[config.mk]
export PLATFORM = sky130hd
export DESIGN_NAME = mmul_c_reg_seq
export DESIGN_NICKNAME = d
export VERILOG_FILES = /design/src/rtl/mmul_c_pkg.sv /design/src/rtl/mmul_c_seq_cnt.sv /design/src/rtl/mmul_c_reg_seq.sv
export SDC_FILE = /design/constraint.sdc
export NUM_CORES = 1
export LEC_CHECK = 0
export BUFFER_PORTS_ARGS = -buffer_cell sky130_fd_sc_hd__buf_2
export CAP_MARGIN = 20
export CORE_UTILIZATION = 38
export CTS_BUF_LIST = sky130_fd_sc_hd__clkbuf_16
export CTS_CLUSTER_SIZE = 24
export DETAILED_ROUTE_END_ITERATION = 8
export PLACE_DENSITY = 0.78
export SLEW_MARGIN = 20
export SYNTH_ARGS = -nofsm -noshare
export SYNTH_HDL_FRONTEND = slang
export SYNTH_SLANG_ARGS = --single-unit
[constraint.sdc]
create_clock -name clk -period 2.1 [get_ports clk]
set_clock_uncertainty 0.15 [all_clocks]
set_input_delay 0.105 -clock clk [delete_from_list [all_inputs] [get_ports clk]]
set_output_delay 0.105 -clock clk [all_outputs]
set_load 0.01 [all_outputs]
[src/rtl/mmul_c_pkg.sv]
// Shared encodings and sizes for the Montgomery-multiplier C register sequencer.
package mmul_c_pkg;

  localparam int unsigned WORD_W = 16;
  localparam int unsigned NWORDS = 16;
  localparam int unsigned CNT_W  = 9;

  typedef enum logic [1:0] {
    OP_CLR  = 2'b00,
    OP_LOAD = 2'b01,
    OP_SHL  = 2'b10,
    OP_READ = 2'b11
  } op_e;

  typedef enum logic [2:0] {
    StIdle,
    StClr,
    StLoad,
    StShl,
    StRead,
    StDone
  } state_e;

endpackage

[src/rtl/mmul_c_seq_cnt.sv]
// Loadable down-counter for SHL; the load value saturates at MAX_VAL and is_one flags the
// final shift cycle.
module mmul_c_seq_cnt #(
  parameter int unsigned CNT_W   = 9,
  parameter int unsigned MAX_VAL = 256
) (
  input  logic             clk,
  input  logic             rst_n,
  input  logic             load,
  input  logic [CNT_W-1:0] load_val,
  input  logic             dec,
  output logic             is_one
);

  localparam logic [CNT_W-1:0] MaxCnt = CNT_W'(MAX_VAL);
  localparam logic [CNT_W-1:0] OneCnt = CNT_W'(1);

  logic [CNT_W-1:0] cnt_d, cnt_q;

  always_comb begin
    cnt_d = cnt_q;
    if (load) begin
      cnt_d = (load_val > MaxCnt) ? MaxCnt : load_val;
    end else if (dec && (cnt_q != '0)) begin
      cnt_d = cnt_q - OneCnt;
    end
  end

  always_ff @(posedge clk or negedge rst_n) begin
    if (!rst_n) begin
      cnt_q <= '0;
    end else begin
      cnt_q <= cnt_d;
    end
  end

  assign is_one = (cnt_q == OneCnt);

endmodule

[src/rtl/mmul_c_reg_seq.sv]
// Command sequencer for the 257-bit C register: turns CLR/LOAD/SHL/READ commands into
// per-cycle register strobes behind valid/ready streams.
module mmul_c_reg_seq #(
  parameter int unsigned WORD_W = 16,
  parameter int unsigned NWORDS = 16,
  parameter int unsigned CNT_W  = 9
) (
  input  logic              clk,
  input  logic              rst_n,
  input  logic              cmd_valid,
  output logic              cmd_ready,
  input  logic [1:0]        cmd_op,
  input  logic [CNT_W-1:0]  cmd_cnt,
  input  logic [WORD_W-1:0] in_data,
  input  logic              in_valid,
  output logic              in_ready,
  output logic [WORD_W-1:0] out_data,
  output logic              out_valid,
  input  logic              out_ready,
  output logic              done,
  output logic              carry,
  output logic [WORD_W-1:0] reg_din,
  output logic              reg_we,
  output logic              reg_sel_cyc,
  output logic              reg_sel_ls,
  output logic              reg_clr,
  input  logic [WORD_W-1:0] reg_dout,
  input  logic              reg_b256
);

  import mmul_c_pkg::*;

  localparam int unsigned WCNT_W = $clog2(NWORDS);
  localparam logic [WCNT_W-1:0] WcntLast = WCNT_W'(NWORDS - 1);
  localparam logic [WCNT_W-1:0] WcntOne  = WCNT_W'(1);

  state_e            state_d, state_q;
  logic [WCNT_W-1:0] wcnt_d, wcnt_q;
  logic              carry_q;
  logic              cmd_hs;
  logic              shl_is_one;

  assign cmd_hs = (state_q == StIdle) && cmd_valid;

  // Loaded on every accepted command; only SHL looks at it.
  mmul_c_seq_cnt #(
    .CNT_W   (CNT_W),
    .MAX_VAL (WORD_W * NWORDS)
  ) u_shl_cnt (
    .clk      (clk),
    .rst_n    (rst_n),
    .load     (cmd_hs),
    .load_val (cmd_cnt),
    .dec      (state_q == StShl),
    .is_one   (shl_is_one)
  );

  always_comb begin
    state_d = state_q;
    wcnt_d  = wcnt_q;
    case (state_q)
      StIdle: begin
        if (cmd_valid) begin
          wcnt_d = '0;
          unique case (op_e'(cmd_op))
            OP_CLR:  state_d = StClr;
            OP_LOAD: state_d = StLoad;
            OP_SHL:  state_d = (cmd_cnt == '0) ? StDone : StShl;
            OP_READ: state_d = StRead;
          endcase
        end
      end
      StClr: state_d = StDone;
      StLoad: begin
        if (in_valid) begin
          wcnt_d = wcnt_q + WcntOne;
          if (wcnt_q == WcntLast) state_d = StDone;
        end
      end
      StShl: begin
        if (shl_is_one) state_d = StDone;
      end
      StRead: begin
        if (out_ready) begin
          wcnt_d = wcnt_q + WcntOne;
          if (wcnt_q == WcntLast) state_d = StDone;
        end
      end
      StDone:  state_d = StIdle;
      default: state_d = StIdle;
    endcase
  end

  always_ff @(posedge clk or negedge rst_n) begin
    if (!rst_n) begin
      state_q <= StIdle;
      wcnt_q  <= '0;
      carry_q <= 1'b0;
    end else begin
      state_q <= state_d;
      wcnt_q  <= wcnt_d;
      if (state_q == StDone) carry_q <= reg_b256;
    end
  end

  // Strobes decode straight from state so an asynchronous reset drops them at once.
  always_comb begin
    cmd_ready   = (state_q == StIdle);
    in_ready    = (state_q == StLoad);
    out_valid   = (state_q == StRead);
    done        = (state_q == StDone);
    reg_din     = in_ready ? in_data : '0;
    reg_clr     = (state_q == StClr);
    reg_sel_ls  = (state_q == StShl);
    reg_sel_cyc = out_valid && out_ready;
    reg_we      = (in_ready && in_valid) || reg_sel_ls || reg_sel_cyc;
  end

  assign out_data = reg_dout;
  assign carry    = carry_q;

endmodule

==> metrics.md, run 1 <==
| Metric | Value |
|---|---|
| Sequential fraction of the synthesis area | `30.5%` |
| Slowest-stage cell, CP | `or4_4` |
| Actual slew at the worst max-slew pin | `0.386 ns` |
| Critical Path End Type | `flop` |
| Num rows | `21` |
| WL final | `3390 um` |
| Net count, final | `262` |
| Pwr per Cell Area | `1240 nW/um^2` |
| Status | `finished, violations left` |
| Max_cap viols | `0` |
| Initial antenna violation count | `0` |
| Routed length per instance | `13.3 um` |
| Clk root buf | `clkbuf_16` |
| DRT iter0 DRCs | `29` |
| Delay-heaviest family, CP | `simple AND/OR/NAND/NOR gates` |
| Final Hold Viols | `1` |
| Port bufs | `57` |
| RSZ-0062 raised after global routing | `false` |
| Via Count | `1326` |
| Final hold slack | `-0.00491 ns` |
| Yosys cell types | `50` |
| Antenna diode count | `0` |
| EDFF count, synth | `0` |
| Peak supply drop | `0.000644 V` |
| Setup violations, final | `0` |
| DRT Pass-1 Iters | `4` |
| P_leak | `0.884 nW` |
| CTS Sinks | `17` |
| Synth cell count leaders | `dfrtp_1 (17), and2_1 (16), buf_4 (16)` |
| Slew Viols, Final | `0` |
| Failing checks | `negative hold slack` |
| Total GRT Usage | `18.0%` |
| Yosys warns | `0` |
| Arrival @ worst endpoint | `2.04 ns` |
| Req. time, crit path | `2.13 ns` |
| Fillers | `337` |
| Largest area contributor in the netlist | `dfrtp_1` |
| Largest net degree at the start of global routing | `22` |
| Setup total negative slack | `0 ns` |
| Via density | `5.20` |
| Core Area | `3420 um^2` |
| Slowest stage delay, CP | `0.58 ns` |
| CTS Buf Count | `3` |
| Routability cong. | `0.847` |
| Final period util | `95.8%` |
| Largest cells by area after synthesis | `dfrtp_1 (31%), buf_4 (8.6%), and2_1 (7.2%), a21oi_1 (3.2%), ha_1 (2.7%)` |
| First-pass GRT wire length | `5740 um` |
| Hold Path Class | `input port to flop` |
| Buf+Inv Stages, Crit Path | `0` |
| Synthesized cell area | `1390 um^2` |
| Area fraction of the dominant cell type after synthesis | `30.5%` |
| Max Root-Sink Buffers | `2` |
| Crit Path Max Fanout | `7` |
| DP Wirelength | `2580 um` |
| Die ar. | `3910 um^2` |
| Slew HR | `74.3%` |
| Worst setup path class | `flop to flop` |
| Grt ovf | `0` |
| Die height | `62.6 um` |
| Initial Util | `40.8%` |
| CP Launch Type | `flop` |
| Top FF cell, synth | `dfrtp_1` |
| CP Cell Sequence | `or4_4 -> o31a_1 -> mux2_4 -> o21ai_2` |
| Highest clock rate | `0.497 GHz` |
| Vias in the first global route | `1282` |
| TritonCTS clock tree | `built` |
| Clock Latency Late Sink | `0.25 ns` |
| Post-layout min period | `2.01 ns` |
| Share of synthesized registers carrying an async set or reset | `100%` |
| Most common cell in the synthesized netlist | `dfrtp_1` |
| Final ANT Viol Nets | `0` |
| Area grow syn2layout | `29.3%` |
| Io pins | `90` |
| Syn Nets | `207` |
| DR DRC count | `0` |
| Seq cells post-synth | `17` |
| Syn_area_per_cell | `8.99 um^2` |
| Clock Pin Slew Worst Setup and Hold Paths | `0.05 ns` |
| Die X | `62.6 um` |
| CTS H-Tree Depth | `1` |
| Share of cells above drive strength 1 | `39.7%` |
| Cells after Synth | `155` |
sequential cells by signal (all words and copies together) (netlist names):
signal and count:
u_shl_cnt.cnt_q 9, state_q 3, carry 1, wcnt_q 4
cell usage in the layout (no fill, tap or decap), drive strengths merged, types with 2 or more instances in the layout:
cell type / Yosys / routed
nor2: 7 / 7
nor4: 3 / 3
dfrtp: 17 / 17
o41ai: 2 / 2
clkbuf: 5 / 3
nor3: 5 / 5
and2: 16 / 16
a31oi: 4 / 4
nor4b: 2 / 2
or4: 4 / 4
xnor2: 2 / 2
nand2b: 3 / 3
dlygate4sd3: 0 / 4
mux2i: 3 / 3
ha: 3 / 3
mux2: 3 / 3
a21oi: 9 / 9
and3: 3 / 3
o21ai: 7 / 7
nand3b: 2 / 2
buf: 18 / 69
inv: 9 / 10
a311o: 2 / 2
or3: 2 / 2
nand3: 2 / 2
o31ai: 4 / 4
or2: 2 / 2
through the flow:
| step | total power [W] | instance area [um^2] | instances | worst slack, ns | utilization, % |
|---|---|---|---|---|---|
| 2_1_floorplan | 0.00146 | 1390 | 155 | 0.0735 | - |
| 3_3_place_gp | 0.00179 | 1670 | 247 | 0.133 | 48.9 |
| 3_5_place_dp | 0.00182 | 1670 | 247 | 0.0935 | 48.9 |
| 4_1_cts | 0.00221 | 1780 | 254 | 0.0526 | 52.1 |
| 5_1_grt | 0.00241 | 1800 | 255 | 0.0498 | 52.7 |
| 6_report | 0.00223 | 1800 | 255 | 0.0891 | 52.7 |
worst paths after layout:
check | from | endpoint | slack (ns) | cells after the start
min reg2reg | carry | carry | 0.35 | 1
max reg2reg | u_shl_cnt.cnt_q[2] | u_shl_cnt.cnt_q[1] | 0.09 | 4
max in group asynchronous | rst_n | state_q[2] | 1.36 | 2
min in group asynchronous | rst_n | u_shl_cnt.cnt_q[4] | 0.16 | 2
min | cmd_cnt[1] | u_shl_cnt.cnt_q[1] | -0.005 | 3
max | u_shl_cnt.cnt_q[2] | u_shl_cnt.cnt_q[1] | 0.09 | 4
what timing repair did:
action                                  CTS  global route
buffers inserted                          0             0
resized for setup                         0             1
endpoints found under the hold margin    19             1
hold buffers                              3             1
endpoints found under the setup margin    0             3
cell families (layout without fill, tap and decap cells):
kind of cell / count (synthesis) / count (layout) / share of synthesized area [%]
flip-flops: 17 / 17 / 30.5
XOR/XNOR: 3 / 3 / 1.89
multiplexers: 6 / 6 / 4.85
adder cells (fa/ha/maj): 3 / 3 / 2.69
buffers and inverters: 32 / 86 / 13.6
AO/OA/AOI/OAI: 37 / 37 / 20.5
AND/OR/NAND/NOR: 57 / 57 / 26.0
per-layer routing:
layer  vias to the layer above  track usage (%)  part of all wire (%)
li1                        662                -                     -
met1                       634             21.6                    43
met2                        25             32.3                    53
met3                         5             2.92                   3.2
met4                         0             5.52                  0.86
met5                         -                0                     0
area by class of cell:
type | instances | area [um^2] | area share (%)
clock buffer | 3 | 75.1 | 4.17
clock inverter | 1 | 3.75 | 0.208
inverter | 9 | 33.8 | 1.87
multi-input combinational | 106 | 791 | 43.9
sequential | 17 | 425 | 23.6
tap | 46 | 57.6 | 3.19
timing repair buffer | 73 | 415 | 23.1
report_power, final:
group          internal, W  total [W]  switching, W
clock network     0.000253   0.000372      0.000120
logic             0.000562    0.00124      0.000682
registers         0.000475   0.000613      0.000137
total              0.00129    0.00223      0.000939
worst reg2reg max path: cells and delay by family, from the launching register on:
kind	cells	cell delay [ns]
and+or+nand+nor	1	0.58
DFF	1	0.43
muxes	1	0.31
AOI/OAI and AO/OA	2	0.47
Power figures use the tool's default switching activity.
==> run 2: changes to the inputs <==
--- a/config.mk
+++ b/config.mk
@@ -5,13 +5,14 @@
 export SDC_FILE = /design/constraint.sdc
 export NUM_CORES = 1
 export LEC_CHECK = 0
+export ABC_AREA = 1
 export BUFFER_PORTS_ARGS = -buffer_cell sky130_fd_sc_hd__buf_2
 export CAP_MARGIN = 20
-export CORE_UTILIZATION = 38
+export CORE_UTILIZATION = 40
 export CTS_BUF_LIST = sky130_fd_sc_hd__clkbuf_16
 export CTS_CLUSTER_SIZE = 24
 export DETAILED_ROUTE_END_ITERATION = 8
-export PLACE_DENSITY = 0.78
+export PLACE_DENSITY = 0.79
 export SLEW_MARGIN = 20
 export SYNTH_ARGS = -nofsm -noshare
 export SYNTH_HDL_FRONTEND = slang
==> run 2 against run 1 <==
  * The flow now finishes without violations
  * Sequential power fell by 5.4%
  * Synthesized area rose by 15%
  * Wire length rose by 3.9%
  * Final cell count rose by 35%
  * Hold slack improved by 0.045 ns
  * Setup slack improved by 0.24 ns
  * Maximum frequency rose by 14%
  * Synthesized cell count rose by 61%
  * Register-to-register slack improved by 0.30 ns
  * Power rose by 5.8%
  * Critical endpoint is now reg_we
==> metrics.md, run 2 <==
| Metric | Value |
|---|---|
| Status | `completed` |
| Slew HR | `73.7% (-0.63 points)` |
| TritonCTS clock tree | `built` |
| Yosys warns | `0 (unchanged)` |
| Reg area | `425 um^2 (unchanged)` |
| Largest area contributor in the netlist | `dfrtp_1` |
| Slew Viols, Final | `0 (unchanged)` |
| Setup total negative slack | `0 ns (unchanged)` |
| Largest cells by area after synthesis | `dfrtp_1 (27%), nand2_1 (18%), inv_1 (9.4%), nor2_1 (8.5%), buf_4 (7.5%)` |
| Footprint of the multi-input gates | `850 um^2 (+7.4%)` |
| Arrival @ worst endpoint | `1.52 ns (-0.52 ns)` |
| Yosys cell types | `28 (-44%)` |
| Top FF cell, synth | `dfrtp_1` |
| Syn_area_per_cell | `6.41 um^2 (-29%)` |
| Most frequent cells in the layout | `nand2_1 (77), buf_2 (57), inv_1 (40)` |
| CTS Buf Count | `3 (unchanged)` |
| Max FFs per register | `9 (unchanged)` |
| Pwr per Cell Area | `1230 nW/um^2 (-0.31%)` |
| Io pins | `90 (unchanged)` |
| Setup violations, final | `0 (unchanged)` |
| DRT iter0 DRCs | `29 (unchanged)` |
| Core Area | `3740 um^2 (+9.6%)` |
| Clock Latency Late Sink | `0.25 ns (about the same)` |
| Clk root buf | `clkbuf_16` |
| Area fraction of the dominant cell type after synthesis | `26.6% (-3.9 points)` |
| Routability cong. | `0.814 (-3.9%)` |
| First-pass GRT wire length | `5600 um (-2.4%)` |
| DRT Pass-1 Iters | `4 (unchanged)` |
| Die height | `65.2 um (+4.2%)` |
| WL final | `3520 um (+3.9%)` |
| Largest net degree at the start of global routing | `19 (-14%)` |
| Clock Pin Slew Worst Setup and Hold Paths | `0.05 ns (about the same)` |
| DR DRC count | `0 (unchanged)` |
| Final Hold Viols | `0 (-1)` |
| CTS Sinks | `17 (unchanged)` |
| Post-DP Area | `1790 um^2 (+7.2%)` |
| Routed length per instance | `10.3 um (-23%)` |
| DP Wirelength | `2880 um (+11%)` |
| Biggest register | `u_shl_cnt.cnt_q` |
| Initial Util | `42.6% (+1.8 points)` |
| P_leak | `1.20 nW (+36%)` |
| Cells after Synth | `249 (+61%)` |
| Fillers | `392 (+16%)` |
| Vias in the first global route | `1438 (+12%)` |
| Sequential fraction of the synthesis area | `26.6% (-3.9 points)` |
| Via Count | `1591 (+20%)` |
| Grt ovf | `0 (unchanged)` |
| Via density | `4.64 (-11%)` |
| Synthesized cell area | `1600 um^2 (+15%)` |
| Actual slew at the worst max-slew pin | `0.395 ns (+0.00946 ns)` |
| EDFF count, synth | `0 (unchanged)` |
| Synth cell count leaders | `nand2_1 (77), inv_1 (40), nor2_1 (36)` |
| Share of cells above drive strength 1 | `28.8% (-11 points)` |
| Share of synthesized registers carrying an async set or reset | `100% (unchanged)` |
| Fin area | `1910 um^2 (+6.1%)` |
| Most common cell in the synthesized netlist | `nand2_1` |
| Net count, final | `348 (+33%)` |
| Die ar. | `4250 um^2 (+8.5%)` |
| Crit Path Max Fanout | `18 (+11)` |
| Seq cells post-synth | `17 (unchanged)` |
| Antenna diode count | `0 (unchanged)` |
| Syn Nets | `301 (+45%)` |
| Critical Path End Type | `output port` |
| RSZ-0062 raised after global routing | `false` |
| Max_cap viols | `0 (unchanged)` |
| Commonest non-fill, non-tap cell in the layout | `nand2_1` |
| Hold Path Class | `input port to flop` |
| Worst setup path class | `flop to output port` |
| Initial antenna violation count | `0 (unchanged)` |
| Total GRT Usage | `17.1% (-0.89 points)` |
| Req. time, crit path | `1.85 ns (-0.28 ns)` |
| Port bufs | `57 (unchanged)` |
| Top flop regs | `u_shl_cnt.cnt_q: 9 flops, wcnt_q: 4 flops, state_q: 3 flops` |
| Area grow syn2layout | `19.7%` |
| CP Launch Type | `flop` |
| Final period util | `84.4% (-11 points)` |
| Highest clock rate | `0.564 GHz (+14%)` |
| Num rows | `22 (+4.8%)` |
| Die X | `65.2 um (+4.2%)` |
| Max Root-Sink Buffers | `2 (unchanged)` |
| Final ANT Viol Nets | `0 (unchanged)` |
| Peak supply drop | `0.000472 V (-27%)` |
| CTS H-Tree Depth | `1 (unchanged)` |
| Post-layout min period | `1.77 ns (-0.239 ns)` |
| Number of gates resized after cts | `0 (unchanged)` |
| Total power | `0.00236 W (+5.8%)` |
run 2: cell types whose count changed after synthesis, sizes merged, moves of 4 or more:
cell and change:
inv +36, o21ai +8, nand3 +16, o31ai -4, or4 -4, nor2 +33
a21oi -6, nand2 +81, a31oi -4, nor3 -5, and2 -16, clkbuf -4
run 2: area by class of cell:
cell class,count,area share [%]
clock buffers,3,3.93
clock inverters,1,0.262
inverters,45,8.97
multi-input cells,168,44.4
flip-flops and latches,17,22.3
well taps,48,3.14
repair buffers,61,17.0
run 2: report_power, final:
part / internal (W) / total, W / leakage, nW / switching, W
Sequential: 0.000457 / 0.000580 / 0.218 / 0.000122
Combinational: 0.000505 / 0.00139 / 0.942 / 0.000887
Clock: 0.000255 / 0.000386 / 0.0409 / 0.000131
Total: 0.00122 / 0.00236 / 1.20 / 0.00114
run 2: kinds of logic (layout without fill, tap and decap cells):
kind of cell / after synthesis / in the layout / share of synthesized area (%)
simple gates: 142 / 142 / 40.8
fa+ha+maj: 3 / 3 / 2.35
buf+inv: 64 / 110 / 20.1
flops: 17 / 17 / 26.6
mux: 1 / 1 / 0.705
compound gates: 19 / 19 / 7.76
xor+xnor: 3 / 3 / 1.65
run 2: worst paths after layout:
check | start | end | slack [ns] | cells past startpoint
worst max-delay path | state_q[2] | reg_we | 0.33 | 6
worst min-delay path | cmd_cnt[7] | u_shl_cnt.cnt_q[7] | 0.04 | 5
worst max register to register | u_shl_cnt.cnt_q[1] | u_shl_cnt.cnt_q[7] | 0.39 | 8
worst min register to register | carry | carry | 0.35 | 1
max in group asynchronous | rst_n | wcnt_q[3] | 1.36 | 2
min in group asynchronous | rst_n | u_shl_cnt.cnt_q[7] | 0.16 | 2
run 2: routing by layer:
metal  wire length, um  vias to the layer above  GRT usage (%)
met5                 0                        -              0
met4                46                        0           6.52
li1                  -                      825              -
met3               272                        6           2.60
met2              1750                       71           33.4
met1              1450                      689           17.9
run 2: repair_timing:
| item | CTS | global route |
|---|---|---|
| hold buffers | 4 | 0 |
| setup endpoints to repair | 0 | 0 |
| setup buffers | 0 | 0 |
| hold endpoints to repair | 20 | 0 |
run 2: worst max-delay path: stages, from the launching register on:
cell     delay (ns)
dfrtp_1        0.47
nor2_4         0.08
nand2_2        0.25
inv_1          0.09
a21oi_1        0.14
nand2_1        0.09
buf_2          0.14
run 2: through the flow:
stage / util, % / setup WS, ns / hold slack (ns) / cells
2_1_floorplan: - / 0.533 / -0.341 / 249
3_3_place_gp: 47.9 / 0.459 / -0.0951 / 335
3_5_place_dp: 47.9 / 0.405 / -0.0940 / 335
4_1_cts: 51.1 / 0.308 / 0.0422 / 343
5_1_grt: 51.1 / 0.202 / 0.0600 / 343
6_report: 51.1 / 0.328 / 0.0405 / 343
==> run 3: changes to the inputs <==
--- a/config.mk
+++ b/config.mk
@@ -8,11 +8,11 @@
 export ABC_AREA = 1
 export BUFFER_PORTS_ARGS = -buffer_cell sky130_fd_sc_hd__buf_2
 export CAP_MARGIN = 20
-export CORE_UTILIZATION = 40
+export CORE_UTILIZATION = 45
 export CTS_BUF_LIST = sky130_fd_sc_hd__clkbuf_16
 export CTS_CLUSTER_SIZE = 24
 export DETAILED_ROUTE_END_ITERATION = 8
-export PLACE_DENSITY = 0.79
+export PLACE_DENSITY = 0.83
 export SLEW_MARGIN = 20
 export SYNTH_ARGS = -nofsm -noshare
 export SYNTH_HDL_FRONTEND = slang
==> constraint.sdc (replaced) <==
create_clock -name clk -period 1.8 [get_ports clk]
set_clock_uncertainty 0.15 [all_clocks]
set_input_delay 0.09 -clock clk [delete_from_list [all_inputs] [get_ports clk]]
set_output_delay 0.09 -clock clk [all_outputs]
set_load 0.01 [all_outputs]
==> run 3 against run 2 <==
  * The run now ends with negative hold slack left
  * Clock-buffer cell count stayed put
  * Final area grew 2.2%
  * Combinational power is 24% higher
  * Final cell count is 0.29% higher
  * Sequential cell count is the same
==> metrics.md, run 3 (same netlist as run 2, synthesis figures left out) <==
| Metric | Value |
|---|---|
| Final Hold Viols | `1 (+1)` |
| Slowest stage delay, CP | `0.45 ns (-0.02 ns)` |
| Biggest register | `u_shl_cnt.cnt_q` |
| Net count, final | `351 (+0.86%)` |
| Failing checks | `negative hold slack` |
| Met2 GRT Util | `35.6% (+2.3 points)` |
| Worst path depth | `7 (+1)` |
| Max_cap viols | `0 (unchanged)` |
| Die X | `61.6 um (-5.5%)` |
| Final ANT Viol Nets | `0 (unchanged)` |
| DR DRC count | `0 (unchanged)` |
| Critical Path End Type | `output port` |
| Port bufs | `57 (unchanged)` |
| Hold Path Class | `input port to flop` |
| GRT busiest layer | `met2` |
| Most frequent cells in the layout | `nand2_1 (77), buf_2 (57), inv_1 (40)` |
| Met1 usage | `20.9% (+2.9 points)` |
| Total GRT Usage | `19.2% (+2.1 points)` |
| WL final | `3620 um (+2.8%)` |
| Routability cong. | `0.831 (+2.0%)` |
| Slew HR | `73.8% (+0.11 points)` |
| Die height | `61.6 um (-5.5%)` |
| Critical path origin | `state_q[2]` |
| Via density | `4.67 (+0.77%)` |
| P_leak | `1.22 nW (+2.0%)` |
| Fin worst setup slack | `0.0671 ns (-0.261 ns)` |
| Critical Path End | `reg_we` |
| R2r worst-path depth | `8 (unchanged)` |
| Initial antenna violation count | `0 (unchanged)` |
| Peak supply drop | `0.000639 V (+35%)` |
| Fin area | `1950 um^2 (+2.2%)` |
| Initial Util | `47.5% (+4.8 points)` |
| Via Count | `1608 (+1.1%)` |
| Num rows | `21 (-4.5%)` |
| Status | `finished, violations left` |
| First-pass GRT wire length | `5290 um (-5.7%)` |
| Final period util | `96.3%` |
| Clock Latency Late Sink | `0.25 ns (about the same)` |
| Final Util | `58.1% (+7.0 points)` |
| Post-DP Area | `1800 um^2 (+0.28%)` |
| Crit Path Max Fanout | `17 (-1)` |
| Max Root-Sink Buffers | `2 (unchanged)` |
| Reg2reg end | `u_shl_cnt.cnt_q[7]` |
| Pre-CTS setup slack | `0.0912 ns (-0.314 ns)` |
| Max FFs per register | `9 (unchanged)` |
| Final hold slack | `-0.00248 ns (-0.0430 ns)` |
| Setup violations, final | `0 (unchanged)` |
| Post-layout min period | `1.73 ns` |
| Buf+Inv Stages, Crit Path | `3 (+1)` |
| Global-route met3 utilization | `3.15% (+0.55 points)` |
| Antenna diode count | `0 (unchanged)` |
| Commonest non-fill, non-tap cell in the layout | `nand2_1` |
| Top flop regs | `u_shl_cnt.cnt_q: 9 flops, wcnt_q: 4 flops, state_q: 3 flops` |
| CTS Buf Count | `3 (unchanged)` |
| CTS Sinks | `17 (unchanged)` |
| Slew Viols, Final | `0 (unchanged)` |
| Delay-heaviest family, CP | `flip-flops` |
| Worst setup path class | `flop to output port` |
| Routed length per instance | `10.5 um (+2.5%)` |
| Share of cells above drive strength 1 | `30.5% (+1.7 points)` |
| DRT Pass-1 Iters | `4 (unchanged)` |
| Vias in the first global route | `1379 (-4.1%)` |
| CP Cell Sequence | `nor2_4 -> nand2_2 -> buf_4 -> inv_1 -> a21oi_1 -> nand2_1 -> buf_2` |
| Core Area | `3360 um^2 (-10%)` |
| Io pins | `90 (unchanged)` |
| Grt ovf | `0 (unchanged)` |
| R2R Setup Slk | `0.08 ns (-0.31 ns)` |
| CTS H-Tree Depth | `1 (unchanged)` |
| Area grow syn2layout | `22.3%` |
| Slowest-stage cell, CP | `dfrtp_2` |
| CP Launch Type | `flop` |
| Clk root buf | `clkbuf_16` |
| DRT iter0 DRCs | `48 (+66%)` |
| Worst reg2reg startpoint | `u_shl_cnt.cnt_q[0]` |
| Clock Pin Slew Worst Setup and Hold Paths | `0.05 ns (about the same)` |
| TritonCTS clock tree | `built` |
| Pwr per Cell Area | `1470 nW/um^2 (+19%)` |
| Req. time, crit path | `1.56 ns (-0.29 ns)` |
| Fillers | `308 (-21%)` |
| DP Wirelength | `2700 um (-6.0%)` |
| Actual slew at the worst max-slew pin | `0.394 ns (-0.00160 ns)` |
| Arrival @ worst endpoint | `1.49 ns (-0.03 ns)` |
| Die ar. | `3790 um^2 (-11%)` |
| Highest clock rate | `0.577 GHz` |
| HP Start | `cmd_op[1]` |
| Largest net degree at the start of global routing | `18 (-1)` |
[run 3: worst min-delay path by stage]
stage | depth (start not counted) | endpoint | slack [ns]
after global placement | 1 | u_shl_cnt.cnt_q[3] | -0.11
after detailed placement | 1 | u_shl_cnt.cnt_q[7] | -0.11
after CTS | 4 | state_q[1] | 0.00007
after floorplan | 0 | carry | -0.36
after global routing | 0 | out_data[1] | 0.03
final | 4 | state_q[1] | -0.002
[run 3: area by class of cell]
type                            instances  area, um^2  area share (%)
Tap cell                               46        57.6            2.95
Inverter                               45         171            8.78
Multi-Input combinational cell        169         880            45.0
Clock buffer                            3        75.1            3.84
Sequential cell                        17         427            21.8
Timing Repair Buffer                   63         338            17.3
Clock inverter                          1        5.00           0.256
[run 3: where the power goes]
group / internal (W) / switching [W]
clock: 0.000298 / 0.000156
sequential: 0.000535 / 0.000150
combinational: 0.000642 / 0.00109
[run 3: per-stage QoR]
| step | power (W) | TNS (ns) | cells | hold slack (ns) |
|---|---|---|---|---|
| 4_1_cts | 0.00277 | 0 | 341 | 0.0000746 |
| 6_report | 0.00287 | 0 | 344 | -0.00248 |
| 2_1_floorplan | 0.00198 | 0 | 249 | -0.356 |
| 3_5_place_dp | 0.00230 | 0 | 334 | -0.112 |
| 5_1_grt | 0.00314 | -0.0687 | 344 | 0.0300 |
| 3_3_place_gp | 0.00227 | 0 | 334 | -0.111 |
[run 3: worst register-to-register path, delay by kind of cell (launching register included)]
family          cells  cell delay (ns)
buf+inv             2             0.23
flops               1             0.40
simple gates        4             0.42
compound gates      1             0.27
fa+ha+maj           1             0.21
[run 3: repair_timing]
item,CTS,global route
resized for setup,0,4
setup buffers,0,2
hold buffers,3,0
hold endpoints to repair,19,0
setup endpoints to repair,0,5
[run 3: layer usage]
layer | routed length [um] | vias to the layer above
li1 | - | 830
met1 | 1510 | 696
met2 | 1750 | 77
met3 | 298 | 5
met4 | 61 | 0
met5 | 0 | -
